### config.mk
export PLATFORM = sky130hd
export DESIGN_NAME = ext_mdu_flat
export DESIGN_NICKNAME = d
export VERILOG_FILES = /design/src/rtl/ext_mdu_pkg.sv /design/src/rtl/ext_mdu_if.sv /design/src/rtl/ext_mdu_divider.sv /design/src/rtl/ext_mdu.sv /design/src/flat_wrapper.sv
export SDC_FILE = /design/constraint.sdc
export NUM_CORES = 1
export LEC_CHECK = 0
export ABC_AREA = 1
export ABC_CLOCK_PERIOD_IN_PS = 5800
export BUFFER_PORTS_ARGS = -buffer_cell sky130_fd_sc_hd__buf_2
export CELL_PAD_IN_SITES_DETAIL_PLACEMENT = 1
export CELL_PAD_IN_SITES_GLOBAL_PLACEMENT = 2
export CORE_MARGIN = 2
export CORE_UTILIZATION = 34
export DETAILED_ROUTE_END_ITERATION = 7
export GPL_TIMING_DRIVEN = 0
export PLACE_DENSITY = 0.89
export SYNTH_ARGS = -nofsm -noshare
export SYNTH_HDL_FRONTEND = slang
export SYNTH_SLANG_ARGS = --single-unit
### constraint.sdc
create_clock -name i_clk -period 5.8 [get_ports i_clk]
set_input_delay 0.87 -clock i_clk [delete_from_list [all_inputs] [get_ports i_clk]]
set_output_delay 0.87 -clock i_clk [all_outputs]
set_load 0.02 [all_outputs]
### src/rtl/ext_mdu_pkg.sv
// Shared definitions for the external RV32M multiply/divide unit.
// Package mdu_pkg: operand width, funct3 codes, FSM state type, special-case constants
// and a small sign helper. XLEN can be overridden with the `XLEN macro (default 32).

`ifndef XLEN
`define XLEN 32
`endif

package mdu_pkg;

  localparam int unsigned XLEN = `XLEN;
  localparam int unsigned CntW = $clog2(XLEN);
  localparam logic [CntW-1:0] CNT_LAST = CntW'(XLEN - 1);

  localparam logic [2:0] F3_MUL    = 3'b000;
  localparam logic [2:0] F3_MULH   = 3'b001;
  localparam logic [2:0] F3_MULHSU = 3'b010;
  localparam logic [2:0] F3_MULHU  = 3'b011;
  localparam logic [2:0] F3_DIV    = 3'b100;
  localparam logic [2:0] F3_DIVU   = 3'b101;
  localparam logic [2:0] F3_REM    = 3'b110;
  localparam logic [2:0] F3_REMU   = 3'b111;

  typedef enum logic [1:0] {StIdle, StMul, StDiv, StDone} mdu_state_t;

  localparam logic [XLEN-1:0] DIV_ZERO_Q = '1;
  localparam logic [XLEN-1:0] SIGNED_MIN = {1'b1, {(XLEN-1){1'b0}}};

  // Two's-complement negate when neg is set.
  function automatic logic [XLEN-1:0] negate_if(input logic [XLEN-1:0] v, input logic neg);
    return neg ? -v : v;
  endfunction

endpackage

### src/rtl/ext_mdu_if.sv
// Request/response bundle between the execute stage and ext_mdu.
// master (execute stage): drives i_en, i_rs1, i_rs2, i_f3; receives o_res, o_ack, o_busy.
// slave  (ext_mdu):       the reverse.
// Signal names keep the responder-side i_/o_ prefixes of the handshake.

interface ext_mdu_if;
  import mdu_pkg::*;

  logic            i_en;
  logic [XLEN-1:0] i_rs1;
  logic [XLEN-1:0] i_rs2;
  logic [2:0]      i_f3;
  logic [XLEN-1:0] o_res;
  logic            o_ack;
  logic            o_busy;

  modport master (
    output i_en, i_rs1, i_rs2, i_f3,
    input  o_res, o_ack, o_busy
  );

  modport slave (
    input  i_en, i_rs1, i_rs2, i_f3,
    output o_res, o_ack, o_busy
  );

endinterface

### src/rtl/ext_mdu_divider.sv
// mdu_divider: iterative restoring divider on unsigned magnitudes, one quotient bit per cycle.
// Ports:
//   i_clk, i_rst (sync, active-low)
//   i_start     load dividend/divisor and begin XLEN iterations
//   i_dividend, i_divisor  unsigned operands, sampled on i_start
//   o_done      high during the final iteration
//   o_quot, o_rem  results after the current iteration; final while o_done is high

module mdu_divider
  import mdu_pkg::*;
(
  input  logic            i_clk,
  input  logic            i_rst,
  input  logic            i_start,
  input  logic [XLEN-1:0] i_dividend,
  input  logic [XLEN-1:0] i_divisor,
  output logic            o_done,
  output logic [XLEN-1:0] o_quot,
  output logic [XLEN-1:0] o_rem
);

  logic            busy_q, busy_d;
  logic [CntW-1:0] cnt_q, cnt_d;
  logic [XLEN-1:0] quot_q, quot_d;
  logic [XLEN-1:0] rem_q, rem_d;
  logic [XLEN-1:0] dvsr_q, dvsr_d;

  logic [XLEN:0]   trial;
  logic [XLEN:0]   diff;
  logic [XLEN-1:0] rem_step;
  logic [XLEN-1:0] quot_step;

  // quot_q doubles as the dividend shift register; quotient bits enter at the bottom.
  always_comb begin
    trial = {rem_q, quot_q[XLEN-1]};
    diff  = trial - {1'b0, dvsr_q};
    if (diff[XLEN]) begin
      rem_step  = trial[XLEN-1:0];
      quot_step = {quot_q[XLEN-2:0], 1'b0};
    end else begin
      rem_step  = diff[XLEN-1:0];
      quot_step = {quot_q[XLEN-2:0], 1'b1};
    end
  end

  always_comb begin
    busy_d = busy_q;
    cnt_d  = cnt_q;
    quot_d = quot_q;
    rem_d  = rem_q;
    dvsr_d = dvsr_q;
    if (i_start) begin
      busy_d = 1'b1;
      cnt_d  = '0;
      quot_d = i_dividend;
      rem_d  = '0;
      dvsr_d = i_divisor;
    end else if (busy_q) begin
      quot_d = quot_step;
      rem_d  = rem_step;
      cnt_d  = cnt_q + CntW'(1);
      if (cnt_q == CNT_LAST) begin
        busy_d = 1'b0;
      end
    end
  end

  always_ff @(posedge i_clk) begin
    if (!i_rst) begin
      busy_q <= 1'b0;
      cnt_q  <= '0;
      quot_q <= '0;
      rem_q  <= '0;
      dvsr_q <= '0;
    end else begin
      busy_q <= busy_d;
      cnt_q  <= cnt_d;
      quot_q <= quot_d;
      rem_q  <= rem_d;
      dvsr_q <= dvsr_d;
    end
  end

  assign o_done = busy_q && (cnt_q == CNT_LAST);
  assign o_quot = quot_step;
  assign o_rem  = rem_step;

endmodule

### src/rtl/ext_mdu.sv
// ext_mdu: external RV32M responder (MUL/MULH/MULHSU/MULHU/DIV/DIVU/REM/REMU).
// Ports:
//   i_clk   clock
//   i_rst   synchronous, active-low reset
//   bus     ext_mdu_if.slave: i_en request pulse with i_rs1/i_rs2/i_f3; o_res result,
//           o_ack one-cycle completion pulse, o_busy while an operation is in flight.
// Build option: define EXT_MDU_SINGLE_CYCLE_MUL_EN for a combinational multiplier
// (multiplies complete with latency 1); otherwise a radix-2 shift-add loop is used.

module ext_mdu
  import mdu_pkg::*;
(
  input logic      i_clk,
  input logic      i_rst,
  ext_mdu_if.slave bus
);

  mdu_state_t      state_q, state_d;
  logic [2:0]      f3_q, f3_d;
  logic            neg_q, neg_d;    // product / quotient sign
  logic            rneg_q, rneg_d;  // remainder sign
  logic [XLEN-1:0] res_q, res_d;
  logic            ack_q, ack_d;
  logic            busy;

  logic            accept;
  logic            rs1_signed, rs2_signed;
  logic            sgn1, sgn2;
  logic [XLEN-1:0] mag1, mag2;
  logic            div_zero, div_ovf;
  logic            mul_last;

  logic            div_start, div_done;
  logic [XLEN-1:0] div_quot, div_rem, div_res;

  // While the ack from the previous request is showing, the next request is held off.
  assign accept = (state_q == StIdle) && bus.i_en && !ack_q;

  // Operand decode happens on the live inputs; only what is needed later is latched.
  always_comb begin
    rs1_signed = (bus.i_f3 == F3_MULH) || (bus.i_f3 == F3_MULHSU) ||
                 (bus.i_f3 == F3_DIV)  || (bus.i_f3 == F3_REM);
    rs2_signed = (bus.i_f3 == F3_MULH) || (bus.i_f3 == F3_DIV) || (bus.i_f3 == F3_REM);
    sgn1       = rs1_signed && bus.i_rs1[XLEN-1];
    sgn2       = rs2_signed && bus.i_rs2[XLEN-1];
    mag1       = negate_if(bus.i_rs1, sgn1);
    mag2       = negate_if(bus.i_rs2, sgn2);
    div_zero   = bus.i_f3[2] && (bus.i_rs2 == '0);
    div_ovf    = bus.i_f3[2] && !bus.i_f3[0] && (bus.i_rs1 == SIGNED_MIN) && (bus.i_rs2 == '1);
  end

`ifdef EXT_MDU_SINGLE_CYCLE_MUL_EN
  logic [2*XLEN-1:0] prod_raw, prod_fast;
  logic [XLEN-1:0]   fast_res;

  always_comb begin
    prod_raw  = {{XLEN{1'b0}}, mag1} * {{XLEN{1'b0}}, mag2};
    prod_fast = (sgn1 ^ sgn2) ? -prod_raw : prod_raw;
    fast_res  = (bus.i_f3 == F3_MUL) ? prod_fast[XLEN-1:0] : prod_fast[2*XLEN-1:XLEN];
  end

  assign mul_last = 1'b0;
`else
  logic [2*XLEN-1:0] acc_q, acc_d;
  logic [XLEN-1:0]   b_q, b_d;
  logic [CntW-1:0]   cnt_q, cnt_d;
  logic [XLEN:0]     psum;
  logic [2*XLEN-1:0] acc_step, prod;
  logic [XLEN-1:0]   mul_res;

  // acc = {partial product high half, remaining multiplier bits}; shift right each cycle.
  always_comb begin
    psum     = {1'b0, acc_q[2*XLEN-1:XLEN]} + (acc_q[0] ? {1'b0, b_q} : '0);
    acc_step = {psum, acc_q[XLEN-1:1]};
    prod     = neg_q ? -acc_step : acc_step;
    mul_res  = (f3_q == F3_MUL) ? prod[XLEN-1:0] : prod[2*XLEN-1:XLEN];
  end

  always_comb begin
    acc_d = acc_q;
    b_d   = b_q;
    cnt_d = cnt_q;
    if (accept) begin
      acc_d = {{XLEN{1'b0}}, mag1};
      b_d   = mag2;
      cnt_d = '0;
    end else if (state_q == StMul) begin
      acc_d = acc_step;
      cnt_d = cnt_q + CntW'(1);
    end
  end

  always_ff @(posedge i_clk) begin
    if (!i_rst) begin
      acc_q <= '0;
      b_q   <= '0;
      cnt_q <= '0;
    end else begin
      acc_q <= acc_d;
      b_q   <= b_d;
      cnt_q <= cnt_d;
    end
  end

  assign mul_last = (state_q == StMul) && (cnt_q == CNT_LAST);
`endif

  assign div_start = accept && bus.i_f3[2] && !div_zero && !div_ovf;

  mdu_divider u_divider (
    .i_clk      (i_clk),
    .i_rst      (i_rst),
    .i_start    (div_start),
    .i_dividend (mag1),
    .i_divisor  (mag2),
    .o_done     (div_done),
    .o_quot     (div_quot),
    .o_rem      (div_rem)
  );

  assign div_res = f3_q[1] ? negate_if(div_rem, rneg_q) : negate_if(div_quot, neg_q);

  // Next-state logic.
  always_comb begin
    state_d = state_q;
    unique case (state_q)
      StIdle: begin
        if (accept) begin
          if (div_zero || div_ovf) begin
            state_d = StDone;
          end else if (bus.i_f3[2]) begin
            state_d = StDiv;
          end else begin
`ifdef EXT_MDU_SINGLE_CYCLE_MUL_EN
            state_d = StDone;
`else
            state_d = StMul;
`endif
          end
        end
      end
      StMul:   if (mul_last) state_d = StDone;
      StDiv:   if (div_done) state_d = StDone;
      StDone:  state_d = StIdle;
      default: state_d = StIdle;
    endcase
  end

  // Output decode; ack is registered so it trails the DONE state by one cycle.
  always_comb begin
    busy  = (state_q != StIdle);
    ack_d = (state_q == StDone);
  end

  // Request latch and result register.
  always_comb begin
    f3_d   = f3_q;
    neg_d  = neg_q;
    rneg_d = rneg_q;
    res_d  = res_q;
    if (accept) begin
      f3_d   = bus.i_f3;
      neg_d  = sgn1 ^ sgn2;
      rneg_d = sgn1;
      if (div_zero) begin
        res_d = bus.i_f3[1] ? bus.i_rs1 : DIV_ZERO_Q;
      end else if (div_ovf) begin
        res_d = bus.i_f3[1] ? '0 : SIGNED_MIN;
`ifdef EXT_MDU_SINGLE_CYCLE_MUL_EN
      end else if (!bus.i_f3[2]) begin
        res_d = fast_res;
`endif
      end
    end else if (mul_last) begin
`ifndef EXT_MDU_SINGLE_CYCLE_MUL_EN
      res_d = mul_res;
`endif
    end else if ((state_q == StDiv) && div_done) begin
      res_d = div_res;
    end
  end

  // State register and datapath flops.
  always_ff @(posedge i_clk) begin
    if (!i_rst) begin
      state_q <= StIdle;
      f3_q    <= '0;
      neg_q   <= 1'b0;
      rneg_q  <= 1'b0;
      res_q   <= '0;
      ack_q   <= 1'b0;
    end else begin
      state_q <= state_d;
      f3_q    <= f3_d;
      neg_q   <= neg_d;
      rneg_q  <= rneg_d;
      res_q   <= res_d;
      ack_q   <= ack_d;
    end
  end

  assign bus.o_res  = res_q;
  assign bus.o_ack  = ack_q;
  assign bus.o_busy = busy;

endmodule

### src/flat_wrapper.sv
// flat-port wrapper written by rule: the top's interface ports become plain ports
module ext_mdu_flat import mdu_pkg::*;
  (i_clk, i_rst, bus_i_en, bus_i_rs1, bus_i_rs2, bus_i_f3, bus_o_res, bus_o_ack, bus_o_busy);
  ext_mdu_if bus_i ();
  input logic i_clk;
  input logic i_rst;
  input wire logic [$bits(bus_i.i_en)-1:0] bus_i_en;
  input wire logic [$bits(bus_i.i_rs1)-1:0] bus_i_rs1;
  input wire logic [$bits(bus_i.i_rs2)-1:0] bus_i_rs2;
  input wire logic [$bits(bus_i.i_f3)-1:0] bus_i_f3;
  output wire logic [$bits(bus_i.o_res)-1:0] bus_o_res;
  output wire logic [$bits(bus_i.o_ack)-1:0] bus_o_ack;
  output wire logic [$bits(bus_i.o_busy)-1:0] bus_o_busy;
  assign bus_i.i_en = bus_i_en;
  assign bus_i.i_rs1 = bus_i_rs1;
  assign bus_i.i_rs2 = bus_i_rs2;
  assign bus_i.i_f3 = bus_i_f3;
  assign bus_o_res = bus_i.o_res;
  assign bus_o_ack = bus_i.o_ack;
  assign bus_o_busy = bus_i.o_busy;
  ext_mdu u_core (.i_clk(i_clk), .i_rst(i_rst), .bus(bus_i));
endmodule
* After elaboration in Yosys (flattened, before gate mapping)
Cells that the tools add are included.
** Cells by class
- $add $sub $neg :: 9
- Equality and inequality tests :: 15
- Multiplexer cells :: 30
- Bitwise logic cells :: 2
- Reduce and logical (&&, ||, !) cells :: 35
** Operators by type and width (count)
- $mux W32 :: 19
- $neg A32 Y32 :: 4
- $eq A32 B32 Y1 const B :: 2
- $mux W64 :: 1
- $neg A64 Y64 :: 1
- $add A32 B32 Y33 :: 1
- $sub A33 B32 Y33 :: 1
- $logic_not A32 Y1 :: 1
- $logic_and A1 B1 Y1 :: 14
- $add A5 B1 Y5 const B :: 2
- $eq A5 B5 Y1 const B :: 2
- $mux W2 :: 5
- $pmux W2 S4 :: 1
- $eq A3 B3 Y1 const B :: 2
- $logic_or A1 B1 Y1 :: 6
- $ne A2 B1 Y1 const B :: 3
- $reduce_bool A2 Y1 :: 3
- $eq A2 B2 Y1 const B :: 2
- $logic_not A1 Y1 :: 4
- $mux W1 :: 4
- $reduce_or A2 Y1 :: 2
- $eq A3 B1 Y1 const B :: 1
- $eq A3 B2 Y1 const B :: 1
- $logic_not A3 Y1 :: 1
- 8 further kinds :: 8
** Storage, ports and cells
- Bits in registers :: 243
- Input bits :: 70
- Output and inout bits :: 34
- Word-level logic and storage cells :: 106

* Logic depth before layout (Yosys ltp)
- Depth after elaboration :: 8
- Mapped depth :: 36
- Depth with buffers taken out :: 34

* By module
From an unflattened synthesis, not the netlist that was laid out.
** Unflattened totals
- Cell total of the unflattened synthesis :: 3871
- Area, all modules :: 22197.5 um2
** By module, submodules not included
- ext_mdu :: instances 1, cells an instance 2591, area an instance 14637.8 um2, sequential area each 2822.7 um2
- mdu_divider :: instances 1, cells an instance 1280, area an instance 7559.8 um2, sequential area each 2042.0 um2

* Worst setup path before layout
No wires, ideal clock.
- Path kind :: register to register
- Start :: reg u_core.u_divider.quot_q[31]
- End :: reg u_core.res_q[26], in the netlist u_core.bus.o_res[26]
- Library setup time :: 72 ps
- Arrival time :: 3964 ps
- Required time :: 5728 ps
- Setup slack :: 1764 ps
- Stages on the path, launching flop included :: 33
- Path buffers :: 2
- Clock period less this slack :: 4036 ps
- Cells stage by stage :: dfxtp_1 > inv_1 > ha_1 > inv_1 > fa_1 > nand2_1 > nand2_1 > nand3_1 > nand2_2 > nand2_2 > nand2_2 > nand2_4 > nand3_2 > nand2_8 > buf_12 > buf_8 > ha_1 > nand2_1 > inv_1 > nand2_1 > nor3_1 > nand2_1 > nor2_1 > and3_1 > nand3_1 > nand2_1 > o21ai_0 > or2_2 > a21oi_1 > nand2_1 > nand3_1 > nand2_1 > a21oi_1
** Between the ends
- Word-level cells in the longest chain between the ends :: 8
- Elaborated cells between the ends (all ways) :: 11
- Classes of those cells :: add/sub: 3; mux: 8
** Ends and longest elaborated chain
- start, declared :: RTL line ext_mdu_divider.sv:24 : logic [XLEN-1:0] quot_q, quot_d;
- start signal, assigned :: RTL line ext_mdu_divider.sv:78 : quot_q <= quot_d;
- $sub A33 B32 Y33 :: RTL line ext_mdu_divider.sv:36 : diff = trial - {1'b0, dvsr_q};
- $mux W1 / $mux W32 (equally long branches) :: RTL line ext_mdu_divider.sv:37 : if (diff[XLEN]) begin
- $neg A32 Y32 :: RTL line ext_mdu_pkg.sv:31 : return neg ? -v : v;
- $mux W32 :: RTL line ext_mdu_pkg.sv:31
- $mux W32 (*) :: RTL line ext_mdu.sv:121 : assign div_res = f3_q[1] ? negate_if(div_rem, rneg_q) : negate_if(div_quot, neg_q);
- $mux W32 (*) :: RTL line ext_mdu.sv:178 : end else if ((state_q == StDiv) && div_done) begin
- $mux W32 (*) :: RTL line ext_mdu.sv:174 : end else if (mul_last) begin
- $mux W32 (*) :: RTL line ext_mdu.sv:161 : if (accept) begin
- end signal, assigned :: RTL line ext_mdu.sv:197 : res_q <= res_d;
- end, declared :: RTL line ext_mdu.sv:22 : logic [XLEN-1:0] res_q, res_d;
Mark *: on every way between the ends. The rest lies on a longest branch, timed or not. The select of a mux whose other input is x is not followed.
A chain may end at the register's enable or synchronous reset.

* Worst setup path in the final report
- Start :: reg u_core.u_divider.dvsr_q[0]
- End :: reg u_core.res_q[24], in the netlist u_core.bus.o_res[24]
** Between the ends
- Word-level cells in the longest chain between the ends :: 8
- Elaborated cells between the ends (all ways) :: 11
- Classes of those cells :: add/sub: 3; mux: 8
** Ends and longest elaborated chain
- start, declared :: RTL line ext_mdu_divider.sv:26 : logic [XLEN-1:0] dvsr_q, dvsr_d;
- start signal, assigned :: RTL line ext_mdu_divider.sv:80 : dvsr_q <= dvsr_d;
- $sub A33 B32 Y33 (*) :: RTL line ext_mdu_divider.sv:36
- $mux W1 / $mux W32 (equally long branches) :: RTL line ext_mdu_divider.sv:37
- $neg A32 Y32 :: RTL line ext_mdu_pkg.sv:31
- $mux W32 :: RTL line ext_mdu_pkg.sv:31
- $mux W32 (*) :: RTL line ext_mdu.sv:121
- $mux W32 (*) :: RTL line ext_mdu.sv:178
- $mux W32 (*) :: RTL line ext_mdu.sv:174
- $mux W32 (*) :: RTL line ext_mdu.sv:161
Marked as above.

==> flow_metrics.py <==
metrics = {
    "outcome": {
        "status": "finished, final reports clean",
    },
    "sta": {
        "finalClockSkew_ps": 17.68,
        "fin_crit_sh_pct": 92.61,
        "hold_violations": 0,
        "fmax_mhz": 186.2,
        "relSlewSlack_pct": 21.43,
        "hold_slack_ps": 454.5,
        "slew_viol_final": 0,
        "tightest_slew_ps": 1164,
        "setup_tns_ps": 0,
        "rsz0062_at_grt": "no",
        "period_needed_ps": 5371,
        "setup_violations": 0,
    },
    "cells_and_area": {
        "num-nets-final": 3826,
        "final_common_cell": "nand2_1",
        "synthToLayoutAreaGrowth_pct": 12.10,
        "design_area_mm2": 0.02348,
        "drive_above_1_share_pct": 7.813,
        "final_cell_mix": "nand2_1 (991), inv_1 (501), nor2_1 (326)",
        "final_cell_count_no_fill": 4482,
    },
    "clock_tree": {
        "tritoncts": "built",
        "cts_buffers": 31,
        "clockRootBuffer": "clkbuf_16",
        "hold_buffers": 0,
        "post_cts_buffers": 0,
        "ctsResizeCount": 0,
        "cts.path.max_buffers": 3,
        "cts.sinks": 243,
        "worst_skew_pair.late_latency_ps": 600,
        "path_clk_slew_ps": 70,
        "htree_levels": 1,
    },
    "synth": {
        "synth_edf_count": 0,
        "synthArstFlopShare_pct": 0,
        "yosys_register_bits": 243,
        "synthCells": 3541,
        "synthFlopType": "dfxtp_1",
        "yosys.cell_types.count": 62,
        "ys_top_cells_by_area": "dfxtp_1 (23%), nand2_1 (18%), inv_1 (9.0%)",
        "syn-cell-area_mm2": 0.02094,
        "seq_area_frac_synth_pct": 23.23,
        "synth_fp_nets": 3692,
        "synth.top_cell.area_share_pct": 23.23,
        "yosysWarnings": 0,
        "netlist.top_cell.by_area": "dfxtp_1",
        "avgSynthCellArea_um2": 5.914,
    },
    "routing": {
        "ant_nets": 0,
        "vias_per_cell": 5.474,
        "first_pass_iters": 5,
        "drtIter0Drc": 2111,
        "wl_mm": 100.3,
        "num_vias": 24536,
        "drc": 0,
        "wl_per_cell_um": 22.38,
    },
    "power": {
        "ir_drop_v": 0.0004707,
        "p_per_area_mw_per_mm2": 551.9,
        "power_leakage_nw": 11.65,
        "finalPower_mw": 12.96,
    },
    "setup_path": {
        "slowest_delay_ps": 470,
        "crit_path_start_kind": "register",
        "cp_data_required_time_ps": 6330,
        "end_kind": "register",
        "cp_common_cell": "nand2_1",
        "cp_slowest_cell": "dfxtp_1",
        "critical_path_class": "reg2reg",
        "worstPathArrival_ps": 5900,
        "cp_max_fo": 10,
    },
    "die": {
        "dieHeight_um": 252.2,
        "pin_count": 104,
        "coreArea_mm2": 0.06058,
        "die_w_um": 252.2,
        "num_rows": 90,
        "start_util_pct": 34.57,
        "dieArea_mm2": 0.06359,
    },
    "placed_design": {
        "dp_hpwl_mm": 83.02,
        "port_buffers": 101,
        "place_area_mm2": 0.02243,
        "globalplace.congestion": 1.012,
        "dp_cells": 4424,
    },
    "grt": {
        "overflow": 0,
        "grt_max_degree": 15,
        "antenna_found_initial": 2,
        "grt_usage_pct": 30.90,
        "grt_pass1_vias": 23844,
        "grt_pass1_wl_mm": 147.8,
    },
    "run": {
        "cap_violations": 0,
    },
    "worst_hold_path": {
        "hold_class": "reg2reg",
    },
}
[worst paths after layout]
check                         endpoint  slack (ps)  depth (start not counted)                       start
hold reg to reg         u_core.b_q[13]         450                          2              u_core.b_q[13]
setup reg to reg  u_core.bus.o_res[24]         430                         30  u_core.u_divider.dvsr_q[0]
hold / removal          u_core.b_q[13]         450                          2              u_core.b_q[13]
setup / recovery  u_core.bus.o_res[24]         430                         30  u_core.u_divider.dvsr_q[0]
[cells by family (layout without fill, tap and decap cells)]
| group | Yosys count | after routing | synth area share, % |
|---|---|---|---|
| simple gates | 1749 | 1749 | 35.79 |
| compound gates | 696 | 696 | 18.84 |
| buf+inv | 653 | 811 | 12.24 |
| flops | 243 | 243 | 23.23 |
| xor+xnor | 116 | 116 | 4.852 |
| fa+ha+maj | 81 | 81 | 4.911 |
| mux | 3 | 3 | 0.1434 |
| other cells | 0 | 1 | 0 |
[routing by layer]
metal  global-route usage, %  part of all wire, %  up-vias
met1                   42.19                   45    11846
met5                       0               0.0080        -
met4                   8.791                  3.1        2
li1                        -                    -    11717
met3                   4.428                  7.1      160
met2                   50.56                   45      811
[cell type report]
cell class | instances | area [um^2]
Antenna cell | 1 | 2.502
Buffer | 139 | 633.1
Clock buffer | 46 | 892.1
Clock inverter | 11 | 155.1
Fill cell | 8332 | 37110
Inverter | 514 | 1929
Multi-Input combinational cell | 2645 | 13510
Sequential cell | 243 | 4865
Tap cell | 782 | 978.4
Timing Repair Buffer | 101 | 505.5
[worst max-delay path: cells and delay by family (launching register included)]
| family | cells | cell delay [ps] |
|---|---|---|
| simple gates | 18 | 2560 |
| compound gates | 4 | 840 |
| fa+ha+maj | 3 | 800 |
| buf+inv | 5 | 630 |
| flops | 1 | 470 |
[flip-flops by register name (all words and copies together) (netlist names)]
register / cells
u_core.acc_q: 64
u_core.b_q: 32
u_core.bus.o_res: 32
u_core.u_divider.dvsr_q: 32
u_core.u_divider.quot_q: 32
u_core.u_divider.rem_q: 32
u_core.cnt_q: 5
u_core.u_divider.cnt_q: 5
u_core.f3_q: 3
u_core.state_q: 2
u_core.bus.o_ack: 1
u_core.neg_q: 1
u_core.rneg_q: 1
u_core.u_divider.busy_q: 1
[per-stage QoR]
step                setup WS (ps)  util, %
floorplan                    1764        -
global placement            672.7    37.02
detailed placement          573.7    37.02
CTS                         532.3    38.74
global route                146.1    38.74
finish                      428.9    38.75
[power by group]
group	internal (mW)	switching, mW
combinational	2.47	6.20
sequential	1.98	0.284
clock	1.20	0.830
[synth_stat cells (all sizes together) (3+ instances only)]
cell type	instances
a21boi	3
a21o	6
a21oi	260
a221oi	4
a31oi	33
a32o	3
and2	3
and3	6
buf	38
clkbuf	101
dfxtp	243
ha	79
inv	512
mux2i	3
nand2	1038
nand3	217
nand3b	14
nand4	36
nor2	345
nor3	64
nor4	16
o211ai	60
o21a	5
o21ai	263
o21bai	9
o22ai	35
o31ai	3
o32ai	3
or2	8
xnor2	22
xor2	94
No activity file was read; power rests on OpenSTA's default activity.
